$ cat src/rtl/strobe_monitor.sv
// rtl/strobe_monitor.sv - periodic strobe interval checker with lock detect and error count
module strobe_monitor #(
    parameter int CLOCK_HZ     = 10_000_000,
    parameter int PERIOD_NS    = 100_000,
    parameter int TOLERANCE_NS = 1_000,
    parameter int LOCK_COUNT   = 4,
    localparam longint NOMINAL_L = (longint'(CLOCK_HZ) * longint'(PERIOD_NS)) / 64'sd1_000_000_000,
    localparam longint TOL_L     = (longint'(CLOCK_HZ) * longint'(TOLERANCE_NS)) / 64'sd1_000_000_000,
    localparam int NOMINAL = int'(NOMINAL_L),
    localparam int TOL     = int'(TOL_L),
    localparam int MIN     = NOMINAL - TOL,
    localparam int MAX     = NOMINAL + TOL,
    localparam int W       = $clog2(MAX + 2)
) (
    input  logic         Clock,
    input  logic         Reset,
    input  logic         Enable_i,
    input  logic         Clear_i,
    input  logic         Strobe_i,
    output logic [W-1:0] Period_o,
    output logic         Valid_o,
    output logic         Early_o,
    output logic         Late_o,
    output logic         Locked_o,
    output logic [7:0]   ErrorCount_o
);

    localparam int GW = $clog2(LOCK_COUNT + 1);
    localparam logic [W-1:0]  MIN_C  = W'(MIN);
    localparam logic [W-1:0]  MAX_C  = W'(MAX);
    localparam logic [GW-1:0] LOCK_C = GW'(LOCK_COUNT);

    localparam logic [1:0] S_IDLE    = 2'd0;
    localparam logic [1:0] S_WAIT    = 2'd1;
    localparam logic [1:0] S_MEASURE = 2'd2;

    if (NOMINAL < 2 || TOL >= NOMINAL || LOCK_COUNT < 1) begin : g_param_check
        $fatal(1, "strobe_monitor: invalid timing parameters");
    end

    logic [1:0]    state;
    logic [W-1:0]  counter;
    logic [GW-1:0] good_count;
    logic [GW-1:0] good_next;
    logic          is_early;
    logic          is_late;
    logic          err_event;

    // A strobe on the MAX cycle is a valid interval, so late requires no strobe.
    always_comb begin
        is_early  = 1'b0;
        is_late   = 1'b0;
        err_event = 1'b0;
        good_next = good_count;
        if (state == S_MEASURE) begin
            is_early = Strobe_i && (counter < MIN_C);
            is_late  = !Strobe_i && (counter == MAX_C);
        end
        err_event = Enable_i && (is_early || is_late);
        if (good_count < LOCK_C) begin
            good_next = good_count + 1'b1;
        end
    end

    always_ff @(posedge Clock or negedge Reset) begin
        if (!Reset) begin
            state        <= S_IDLE;
            counter      <= '0;
            good_count   <= '0;
            Period_o     <= '0;
            Valid_o      <= 1'b0;
            Early_o      <= 1'b0;
            Late_o       <= 1'b0;
            Locked_o     <= 1'b0;
            ErrorCount_o <= 8'd0;
        end else begin
            Valid_o <= 1'b0;
            Early_o <= 1'b0;
            Late_o  <= 1'b0;

            if (Clear_i) begin
                ErrorCount_o <= 8'd0;
            end else if (err_event && ErrorCount_o != 8'hFF) begin
                ErrorCount_o <= ErrorCount_o + 8'd1;
            end

            if (!Enable_i) begin
                state      <= S_IDLE;
                counter    <= '0;
                good_count <= '0;
                Locked_o   <= 1'b0;
            end else begin
                case (state)
                    S_IDLE: state <= S_WAIT;
                    S_WAIT: begin
                        if (Strobe_i) begin
                            counter <= W'(1);
                            state   <= S_MEASURE;
                        end
                    end
                    S_MEASURE: begin
                        if (Strobe_i) begin
                            Period_o <= counter;
                            Valid_o  <= 1'b1;
                            counter  <= W'(1);
                            if (is_early) begin
                                Early_o    <= 1'b1;
                                good_count <= '0;
                                Locked_o   <= 1'b0;
                            end else begin
                                good_count <= good_next;
                                Locked_o   <= (good_next == LOCK_C);
                            end
                        end else if (is_late) begin
                            Late_o     <= 1'b1;
                            good_count <= '0;
                            Locked_o   <= 1'b0;
                            counter    <= '0;
                            state      <= S_WAIT;
                        end else begin
                            counter <= counter + 1'b1;
                        end
                    end
                    default: state <= S_IDLE;
                endcase
            end
        end
    end

endmodule

$ cat config.mk
export PLATFORM = sky130hd
export DESIGN_NAME = strobe_monitor
export DESIGN_NICKNAME = d
export VERILOG_FILES = /design/src/rtl/strobe_monitor.sv
export SDC_FILE = /design/constraint.sdc
export NUM_CORES = 1
export LEC_CHECK = 0
export CORE_ASPECT_RATIO = 1.5
export CORE_MARGIN = 8
export CORE_UTILIZATION = 49
export CTS_CLUSTER_DIAMETER = 50
export DETAILED_ROUTE_END_ITERATION = 12
export PLACE_DENSITY = 0.76
export SKIP_CTS_REPAIR_TIMING = 1
export SYNTH_ARGS = -nofsm -noshare
export SYNTH_HDL_FRONTEND = slang
export SYNTH_SLANG_ARGS = --single-unit
$ cat constraint.sdc
create_clock -name Clock -period 1.97 [get_ports Clock]
set_input_delay 0.197 -clock Clock [delete_from_list [all_inputs] [get_ports Clock]]
set_output_delay 0.197 -clock Clock [all_outputs]
set_load 0.05 [all_outputs]
==> results, run 1 <==
- The number of distinct library cells after synthesis is 49.
- The mapped netlist covers 1920 um^2.
- The critical path capture point type is a register.
- The average cell area after synthesis is 10.0 um^2.
- The most used flip-flop cell after synthesis is sky130_fd_sc_hd__dfrtp_1.
- In this run, synthesis produced a sequential element count of 37.
- Clock skew on the completed layout was measured at 0.00476 ns.
- After floorplanning, the core was sized to cover 3850 um^2.
- Of all cell types, the one taking the most synthesized area is sky130_fd_sc_hd__dfrtp_1.
- For this design the ratio of total power to cell area is 581 nW/um^2.
- The first global-routing pass estimated 6.87 mm of wire.
- The number of endpoints failing setup at the final stage is 0.
- The worst path meets setup with 0.0316 ns of slack.
- The min-delay analysis places its worst path in the category input port to async pin.
- Registers are responsible for 53.3% of the overall power.
- The final net count is 253.
- The vias per cell is 5.40.
- Compared with the post-synthesis result, the final layout area differs by 31.7%.
- The flow ran to the end, and the final reports show no timing, DRC or antenna violations.
- During synthesis, Yosys emitted a total of 0 warnings.
- The residual antenna-violating net count after detailed routing is 0.
- The clock tree synthesis step divided the H-tree into 2 levels.
- For the pin with the worst max-slew slack, the measured transition is 0.838 ns.
- The final critical path takes up 98.4% of the cycle.
- CTS placed an instance of sky130_fd_sc_hd__clkbuf_8 at the clock tree root.
- The worst-case IR drop observed on VDD is 0.424 mV.
- The routed layout has 1,561 vias.
- The clock drives 37 sinks.
- The die footprint is 6210 um^2.
- The number of nets in the synthesized netlist is 200.
- The average wire per standard cell is 14.3 um.
- The worst endpoint required time is 2.14 ns.
- The horizontal die dimension is 67.1 um.
- In the routed design, unresolved DRC markers number 0.
- The number of top-level pins is 27.
- In the global route stage, overall resource usage came out at 14.2%.
- The final critical delay including setup and external delays is 1.94 ns.
- The clock buffer count from CTS is 5.
- The leakage component of the power is 1.21 nW.
- No sink is reached through more buffers than the 2 on the longest clock path.
- The later pin in the worst-skew pair is clocked with a latency of 0.29 ns.
- The number of antenna cells inserted is 0.
- The cell count after synthesis came out at 191.
- Setup repair after global routing could not meet its margin everywhere.
- The number of enable-type register cells in the synthesized netlist is 0.
- After floorplanning, the core was divided into 28 placement rows.
- The data arrival time of the worst path is 2.11 ns.
- The type of element launching the critical path is a register.
- The area share of the largest cell type after synthesis is 48.3%.
- The number of pins exceeding their max-slew limit in the final report is 0.
- The half-perimeter wire length after placement is 3.05 mm.
- After clock tree synthesis, the clock-pin slew on the worst setup and hold paths is 0.07 ns.
- By area the synthesized netlist is led by sky130_fd_sc_hd__dfrtp_1 (48%), sky130_fd_sc_hd__nand2_1 (7.1%), sky130_fd_sc_hd__o21ai_0 (3.7%).
- The worst hold-check slack is 0.00335 ns.
- At the placement stage, the worst setup path has a slack of -0.353 ns.
- The CTS tree is built.
- The via count of the first global-routing pass is 1,539.
- Summed over all nets, the switching power comes to 0.000351 W.
- The share of cells above drive strength 1 is 23.8%.
- The largest fanout on the critical path is 7.
- The critical path start-end classification is register to register.
- Of the synthesized area, sequential elements account for 48.3%.
- Summed over all layers, the global routing overflow is 0.
- The maximum achievable frequency is 0.516 GHz.
- The most common cell in the netlist is sky130_fd_sc_hd__dfrtp_1.
- For this block, the initial DRC count from the detailed router was 45.
- Internal power comes to 0.00112 W.
- During placement, the flow inserted port buffers numbering 26.
- The tool flagged a number of max-cap violations equal to 0.
- Fill cells in the final layout number 338.
- The first detailed-routing pass took 4 iterations.
- In the final timing run, aggregate negative setup slack is 0 ns.
- By count the netlist is led by sky130_fd_sc_hd__dfrtp_1 (37), sky130_fd_sc_hd__nand2_1 (36), sky130_fd_sc_hd__nor2_1 (15), sky130_fd_sc_hd__o21ai_0 (14), sky130_fd_sc_hd__inv_1 (9).
- Entering global routing, the biggest net connects 38 pins.
- Measured along the y axis, the die boundary spans 92.6 um.
- The share of flip-flops with an asynchronous set or reset after synthesis is 100%.
- The remaining max-slew budget at the tightest pin is 44.1%.
- The power share of the clock group is 36.0%.
- The number of antenna violations at the first check in global routing is 0.
- The placer congestion estimate is 0.817.
- Once the floorplan was initialized, standard cells occupied 49.7% of the core.
- In this run switching power makes up 23.9% of total power.
- For this run, the share of the core covered by cells in the final layout is 65.5%.
- Summed over all layers, the routed wires come to 4.12 mm.
- The total count of hold-check failures in the final report is 0.
- The share of total power dissipated in combinational logic is 10.7%.
==> power by group through the flow <==
stage | logic (W) | registers [W] | clock network (W)
3_3_place_gp | 0.000147 | 0.000795 | 0
5_1_grt | 0.000173 | 0.000782 | 0.000569
2_1_floorplan | 0.0000494 | 0.000819 | 0
3_5_place_dp | 0.000149 | 0.000796 | 0
4_1_cts | 0.000149 | 0.000782 | 0.000545
6_report | 0.000157 | 0.000781 | 0.000528
==> sequential cells by signal, summed over array words and instances (netlist names) <==
signal        cells
Period_o         10
counter          10
ErrorCount_o      8
good_count        3
state             2
Early_o           1
Late_o            1
Locked_o          1
Valid_o           1
==> cell usage in the layout, fill, tap and decap left out, types with 2 or more instances in the layout <==
cell type,instances
sky130_fd_sc_hd__ha_1,3
sky130_fd_sc_hd__and3_1,4
sky130_fd_sc_hd__nor2b_1,2
sky130_fd_sc_hd__xnor2_1,7
sky130_fd_sc_hd__inv_2,2
sky130_fd_sc_hd__inv_1,7
sky130_fd_sc_hd__nand3_1,5
sky130_fd_sc_hd__nand2_1,36
sky130_fd_sc_hd__buf_4,27
sky130_fd_sc_hd__o31ai_1,3
sky130_fd_sc_hd__clkbuf_8,6
sky130_fd_sc_hd__nor2_1,15
sky130_fd_sc_hd__nand4_1,2
sky130_fd_sc_hd__a21o_1,3
sky130_fd_sc_hd__o21ai_0,13
sky130_fd_sc_hd__mux2i_1,2
sky130_fd_sc_hd__or3_2,2
sky130_fd_sc_hd__clkdlybuf4s50_1,25
sky130_fd_sc_hd__nor3b_1,4
sky130_fd_sc_hd__nand2b_1,2
sky130_fd_sc_hd__a211oi_2,2
sky130_fd_sc_hd__dfrtp_1,36
sky130_fd_sc_hd__a211oi_1,3
==> worst paths after layout <==
check | from | to | slack, ns | depth (start not counted)
hold / removal | Reset | good_count[0] | 0.003 | 1
max in group asynchronous | Reset | counter[9] | 1.39 | 1
setup / recovery | counter[0] | ErrorCount_o[5] | 0.03 | 7
hold reg to reg | Period_o[6] | Period_o[6] | 0.47 | 2
min in group Clock | Period_o[6] | Period_o[6] | 0.47 | 2
setup reg to reg | counter[0] | ErrorCount_o[5] | 0.03 | 7
==> metrics by stage <==
step / power, W / std cells / area [um^2]
after floorplan: 0.000868 / 191 / 1930
after global placement: 0.000942 / 279 / 2380
after detailed placement: 0.000945 / 279 / 2380
after global routing: 0.00152 / 289 / 2520
after CTS: 0.00148 / 286 / 2470
final: 0.00147 / 289 / 2520
==> logic make-up (layout without fill, tap and decap cells) <==
| kind of cell | Yosys count | in the layout | synth area share [%] |
|---|---|---|---|
| xor gates and xnor gates | 7 | 7 | 3.20 |
| muxes | 4 | 4 | 2.22 |
| and+or+nand+nor | 82 | 82 | 22.9 |
| AOI/OAI and AO/OA | 41 | 41 | 16.9 |
| DFF | 37 | 37 | 48.3 |
| adders and majority gates | 4 | 4 | 2.61 |
| buffers and inverters | 16 | 69 | 3.85 |
==> critical path: stages (launching register included) <==
cell and delay (ns):
sky130_fd_sc_hd__dfrtp_1 0.39, sky130_fd_sc_hd__inv_2 0.08, sky130_fd_sc_hd__ha_4 0.14, sky130_fd_sc_hd__nand4b_4 0.11
sky130_fd_sc_hd__or4_4 0.53, sky130_fd_sc_hd__a21oi_4 0.17, sky130_fd_sc_hd__nand3_2 0.10, sky130_fd_sc_hd__mux2_4 0.31
==> final cells by class <==
cell class | count | area [um^2] | share of cell area, %
multi-input cells | 138 | 961 | 38.1
repair buffers | 53 | 458 | 18.2
well taps | 45 | 56.3 | 2.23
inverters | 9 | 33.8 | 1.34
clock buffers | 7 | 86.3 | 3.42
flip-flops and latches | 37 | 927 | 36.8
==> metal layers <==
metal | global-route usage [%] | vias up | part of all wire, %
li1 | - | 771 | -
met4 | 7.36 | 0 | 2.7
met3 | 2.66 | 8 | 3.4
met1 | 15.6 | 760 | 40
met2 | 24.7 | 22 | 53
met5 | 0 | - | 0
Power figures use the tool's default switching activity.
==> inputs of run 2 (changes only) <==
--- a/config.mk
+++ b/config.mk
@@ -11,7 +11,7 @@
 export CTS_CLUSTER_DIAMETER = 50
 export DETAILED_ROUTE_END_ITERATION = 12
 export PLACE_DENSITY = 0.76
-export SKIP_CTS_REPAIR_TIMING = 1
 export SYNTH_ARGS = -nofsm -noshare
 export SYNTH_HDL_FRONTEND = slang
 export SYNTH_SLANG_ARGS = --single-unit
+export TNS_END_PERCENT = 100
==> results, run 2 (synthesis gave the netlist of run 1 again) <==
- The flow ran to the end, and the final reports show no timing, DRC or antenna violations.
- In this run the static leakage power is 1.20 nW.
- The number of endpoints failing setup at the final stage is 0.
- The clock buffer count from CTS is 5.
- At the end of routability-driven placement, the weighted congestion stood at 0.817.
- The die footprint is 6210 um^2.
- The number of pins exceeding their max-slew limit in the final report is 0.
- The worst setup timing slack at the placement stage is -0.353 ns.
- The depth of the most critical reg-to-reg path is 7.
- The net switching power figure is 0.000350 W.
- Among all stages on the critical path, the largest delay is contributed by sky130_fd_sc_hd__or4_4.
- The multi-input combinational cells in the finished layout cover a total of 961 um^2.
- Walking the worst path, the cells encountered are inv_2, ha_4, nand4b_4, or4_4, a21oi_4, nand3_2, mux2_4.
- The number of fill cells in the layout is 338.
- The remaining max-slew budget at the tightest pin is 44.6%.
- The floorplan step set the die height to 92.6 um.
- The total via count after detailed routing is 1,559.
- The core region area is 3850 um^2.
- The library cells used most frequently in the layout, excluding fill and tap cells, are sky130_fd_sc_hd__dfrtp_1 (36), sky130_fd_sc_hd__nand2_1 (36), sky130_fd_sc_hd__buf_4 (26).
- The maximum achievable frequency is 0.513 GHz.
- For the final routed database, the setup TNS stands at 0 ns.
- After layout, the worst path uses 99.0% of the clock period.
- Setup repair after global routing could not meet its margin everywhere.
- The largest single stage delay on the critical path is 0.53 ns.
- The H-tree was split into 2 levels.
- The post-route DRC violation count is 0.
- The CTS tree is built.
- For the worst-skew pair, the clock arrives at the later sink with an insertion delay of 0.29 ns.
- The worst endpoint required time is 2.14 ns.
- The data arrival time of the worst path is 2.13 ns.
- The half-perimeter wire length after placement is 3.05 mm.
- After detailed routing, the number of vias per cell comes to 5.41.
- The number of placement rows is 28.
- Tracing the worst setup path back leads to its startpoint at counter[0].
- The count of input and output buffers is 26.
- The final critical delay including setup and external delays is 1.95 ns.
- The maximum clock path buffer count is 2.
- The worst register-to-register path ends at ErrorCount_o[5].
- The peak ir drop on the vdd network is 0.426 mV.
- The number of DRC violations after detailed-routing iteration 0 is 62.
- For this design, the CTS-stage hold fixing added 0 buffers.
- The number of antenna cells inserted is 0.
- The type of element launching the critical path is a register.
- The largest registers in the layout are Period_o x10, counter x10, ErrorCount_o x8.
- The first detailed-routing pass took 4 iterations.
- At the pin with the least slew margin, the transition time is 0.832 ns.
- The sequential group share of total power is 53.3%.
- The critical path capture point type is a register.
- The count of max-cap constraint violations is 0.
- Clock-pin slew was measured on the worst setup and hold paths at 0.07 ns.
- Entering global routing, the biggest net connects 38 pins.
- After detailed routing, the total wire length is 4.10 mm.
- The internal power of the cells totals 0.00112 W.
- The first global-routing pass estimated 6.87 mm of wire.
- The total count of hold-check failures in the final report is 0.
- The total overflow reported by the global router is 0.
- The count of clock tree sinks is 37.
- The final layout contains 252 nets.
- The worst setup path is of the register to register kind.
- During I/O placement, the number of pins put on the boundary was 27.
- The power per unit of standard cell area is 583 nW/um^2.
- The combined flip-flop and latch cell area is 927 um^2.
- The residual antenna-violating net count after detailed routing is 0.
- The post-route netlist has 23.5% of its cells at a drive strength greater than 1.
- On the final layout, the worst clock skew is 0.00499 ns.
- In the final routed layout, each cell accounts on average for 14.2 um.
- In this run the clock root is driven by a sky130_fd_sc_hd__clkbuf_8.
- The area growth from synthesis to layout is 31.3%.
- Net switching is 23.9% of the power.
- The startpoint of the most critical register-to-register path is counter[0].
- The power share of the clock group is 36.0%.
- The overall routing resource usage is 14.2%.
- The number of antenna violations at the first check in global routing came to 0.
- The power share of the combinational group is 10.7%.
- The minimum setup slack in the final design is 0.0194 ns.
- After layout, the design draws a total of 0.00147 W.
- The largest fanout on the critical path is 7.
- The class of the tightest hold or removal check is input port to async pin.
- The capturing element of the worst setup path is ErrorCount_o[5].
- The initial utilization of the core area, before any placement, comes to 49.7%.
- The via count of the first global-routing pass was 1,536.
- The internal reg-to-reg setup slack is 0.02 ns.
- The die is 67.1 um wide.
==> run 2: power by group through the flow <==
| stage | Clock (W) | Sequential (W) | Combinational, W |
|---|---|---|---|
| after floorplan | 0 | 0.000819 | 0.0000494 |
| after global placement | 0 | 0.000795 | 0.000147 |
| after detailed placement | 0 | 0.000796 | 0.000149 |
| after CTS | 0.000545 | 0.000782 | 0.000149 |
| after global routing | 0.000569 | 0.000782 | 0.000173 |
| final | 0.000528 | 0.000781 | 0.000156 |
==> run 2: metal layers <==
| metal | wire (um) | part of all wire (%) | GRT usage (%) |
|---|---|---|---|
| met1 | 1700 | 41 | 15.6 |
| met3 | 130 | 3.2 | 2.66 |
| met5 | 0 | 0 | 0 |
| met4 | 112 | 2.7 | 7.36 |
| met2 | 2160 | 53 | 24.7 |
==> run 2: critical path, delay by kind of cell (launching register included) <==
kind            cells  cell delay [ns]
compound gates      1             0.18
fa+ha+maj           1             0.14
mux                 1             0.31
flops               1             0.39
simple gates        3             0.74
buf+inv             1             0.08
==> run 2: what timing repair did <==
item | 4_1_cts | 5_1_grt
setup buffers | 0 | 2
setup endpoints to repair | 3 | 7
resized for setup | 1 | 7
pin swaps | 0 | 2
==> run 2: how the worst min path moves through the flow <==
stage / endpoint / slack [ns]
after global placement: good_count[1] / 0.34
after floorplan: Early_o / -0.1
final: good_count[0] / 0.003
after CTS: good_count[0] / 0.03
after global routing: good_count[0] / 0.08
after detailed placement: good_count[0] / 0.35
==> run 2: area by class of cell <==
| cell class | instances | area share (%) |
|---|---|---|
| tap | 45 | 2.24 |
| clock buffer | 7 | 3.43 |
| inverter | 9 | 1.34 |
| multi-input combinational | 138 | 38.2 |
| sequential | 37 | 36.9 |
| timing repair buffer | 52 | 17.9 |
==> run 2: metrics by stage <==
step | util (%) | hold slack, ns | cells | area, um^2
2_1_floorplan | - | -0.0986 | 191 | 1930
3_3_place_gp | 61.9 | 0.342 | 279 | 2380
3_5_place_dp | 61.9 | 0.350 | 279 | 2380
4_1_cts | 64.1 | 0.0292 | 286 | 2470
5_1_grt | 65.3 | 0.0826 | 288 | 2510
6_report | 65.3 | 0.00270 | 288 | 2510
==> inputs of run 3 (changes only) <==
--- a/config.mk
+++ b/config.mk
@@ -10,6 +10,7 @@
 export CORE_UTILIZATION = 49
 export CTS_CLUSTER_DIAMETER = 50
 export DETAILED_ROUTE_END_ITERATION = 12
+export MAX_ROUTING_LAYER = met4
 export PLACE_DENSITY = 0.76
 export SYNTH_ARGS = -nofsm -noshare
 export SYNTH_HDL_FRONTEND = slang
==> results, run 3 (synthesis gave the netlist of run 1 again) <==
- After the first detailed-routing iteration, the DRC count stood at 66.
- The count of max-cap constraint violations is 0.
- The residual antenna-violating net count after detailed routing is 0.
- For this design the static power due to leakage is 1.20 nW.
- In this design, the stage delay of the slowest critical-path cell is 0.53 ns.
- The largest fanout on the critical path is 7.
- The power per unit of standard cell area is 583 nW/um^2.
- The run finished with clean final reports.
- In this run, CTS created clock tree buffers numbering 5.
- The half-perimeter wire length after placement is 3.05 mm.
- TritonCTS built the clock tree.
- In the final layout, the share of cells above drive strength 1 is 23.5%.
- The clock edge transition at the registers on the reported setup and hold paths is 0.07 ns.
- The die footprint is 6210 um^2.
- The peak ir drop on the vdd network is 0.424 mV.
- Entering global routing, the biggest net connects 38 pins.
- The clock net in this run drives a total of 37 sinks.
- The number of antenna violations at the first check in global routing is 0.
- The critical path start-end classification is register to register.
- The min-delay analysis places its worst path in the category input port to async pin.
- Setup repair after global routing could not meet its margin everywhere.
- The clock latency at the later pin of the worst-skew pair is 0.29 ns.
- The number of top-level pins is 27.
- Counting both buffers and inverters, the worst setup path holds a total of 1.
- The average wire per standard cell is 14.2 um.
- The post-route DRC violation count is 0.
- The final critical delay including setup and external delays is 1.95 ns.
- Global routing used 14.6% of the available tracks across all layers.
- The slowest library cell on the worst path is sky130_fd_sc_hd__or4_4.
- The critical path capture point type is a register.
- The dominant delay contributor by cell family on the critical path is simple AND/OR/NAND/NOR gates.
- The final net count is 252.
- The via count of the first global-routing pass is 1,532.
- No sink is reached through more buffers than the 2 on the longest clock path.
- The vias per cell is 5.36.
- The CTS H-tree depth is 2.
- After floorplanning, the core was sized to cover 3850 um^2.
- 0 antenna diodes ended up in the layout.
- For this run, the top clock speed supported by timing is 0.512 GHz.
- The number of pins exceeding their max-slew limit in the final report was 0.
- Setup slack on the critical path of the routed design comes to 0.0180 ns.
- The routed layout has 1,544 vias.
- The total routed wirelength is 4.10 mm.
- The largest registers in the layout are Period_o x10, counter x10, ErrorCount_o x8.
- The worst endpoint required time is 2.14 ns.
- The starting density of the core is 49.7%.
- The share of the cycle needed by the critical path after routing is 99.1%.
- The type of element launching the critical path is a register.
- In the layout the commonest cells are sky130_fd_sc_hd__dfrtp_1 (36), sky130_fd_sc_hd__nand2_1 (36), sky130_fd_sc_hd__buf_4 (26).
- The data arrival time of the worst path is 2.13 ns.
- The placer congestion estimate is 0.829.
- The floorplan step set the die width to 67.1 um.
- The number of endpoints failing setup at the final stage is 0.
- The pre-antenna-repair detailed-routing pass consisted of 3 iterations.
- OpenSTA, run right after detailed placement, puts the worst setup slack at -0.353 ns.
- Headroom to the max-slew limit came out at 44.9%.
- The count of input and output buffers is 26.
- At the pin with the least slew margin, the transition time is 0.827 ns.
- The cell at the root of the clock tree is sky130_fd_sc_hd__clkbuf_8.
- The setup skew after layout is 0.00401 ns.
- The floorplan has 28 rows.
- Relative to the synthesized area, the layout overhead comes to 31.3%.
- The die is 92.6 um tall.
- The core utilization of the finished layout is 65.3%.
- The wire length of the first global-routing pass is 6.87 mm.
- The total overflow reported by the global router is 0.
- Traced cell by cell, the critical path runs through inv_2, ha_4, nand4b_4, or4_4, a21oi_4, nand3_2, mux2_4.
- The total count of hold-check failures in the final report is 0.
[run 3: cell counts in the layout (fill, tap and decap cells not counted)]
No cell type changed its count.
[run 3: final timing paths]
check / from / endpoint / slack, ns / depth (start not counted)
min reg2reg: Period_o[7] / Period_o[7] / 0.47 / 2
min: Reset / good_count[0] / 0.0008 / 1
max in group asynchronous: Reset / counter[9] / 1.39 / 1
max reg2reg: counter[0] / ErrorCount_o[5] / 0.02 / 7
min in group Clock: Period_o[7] / Period_o[7] / 0.47 / 2
max: counter[0] / ErrorCount_o[5] / 0.02 / 7
[run 3: final cells by class]
cell class,instances,area (um^2)
fill,338,1340
multi-input combinational,138,961
sequential,37,927
timing repair buffer,52,450
clock buffer,7,86.3
tap,45,56.3
inverter,9,33.8
[run 3: repair_timing]
item	in CTS	in global routing
hold buffers	0	0
pin swaps	0	2
buffers inserted	0	2
gates resized for setup	1	7
setup endpoints to repair	3	7
[run 3: power by group]
part | leakage, nW | switching [W] | internal, W
registers | 0.511 | 0.00000981 | 0.000772
logic | 0.646 | 0.0000900 | 0.0000666
clock network | 0.0443 | 0.000251 | 0.000277
total | 1.20 | 0.000351 | 0.00112
[run 3: stage by stage]
step	power, W	cells	instance area [um^2]	hold WS, ns	TNS (ns)
3_5_place_dp	0.000945	279	2380	0.350	-2.58
4_1_cts	0.00148	286	2470	0.0292	-0.00434
6_report	0.00147	288	2510	0.000757	0
5_1_grt	0.00152	288	2510	0.0826	-0.114
2_1_floorplan	0.000868	191	1930	-0.0986	-0.00398
3_3_place_gp	0.000942	279	2380	0.342	-1.67
[run 3: metal layers]
layer  global-route usage (%)  vias up  routed length (um)
li1                         -      770                   -
met1                     15.7      746                1710
met2                     24.7       20                2160
met3                     2.54        8                 120
met4                     7.36        0                 112
met5                        -        -                   0
[run 3: worst register-to-register path, delay by kind of cell, from the launching register on]
kind	cells	cell delay (ns)
flops	1	0.39
compound gates	1	0.18
simple gates	3	0.74
buf+inv	1	0.08
mux	1	0.31
fa+ha+maj	1	0.14
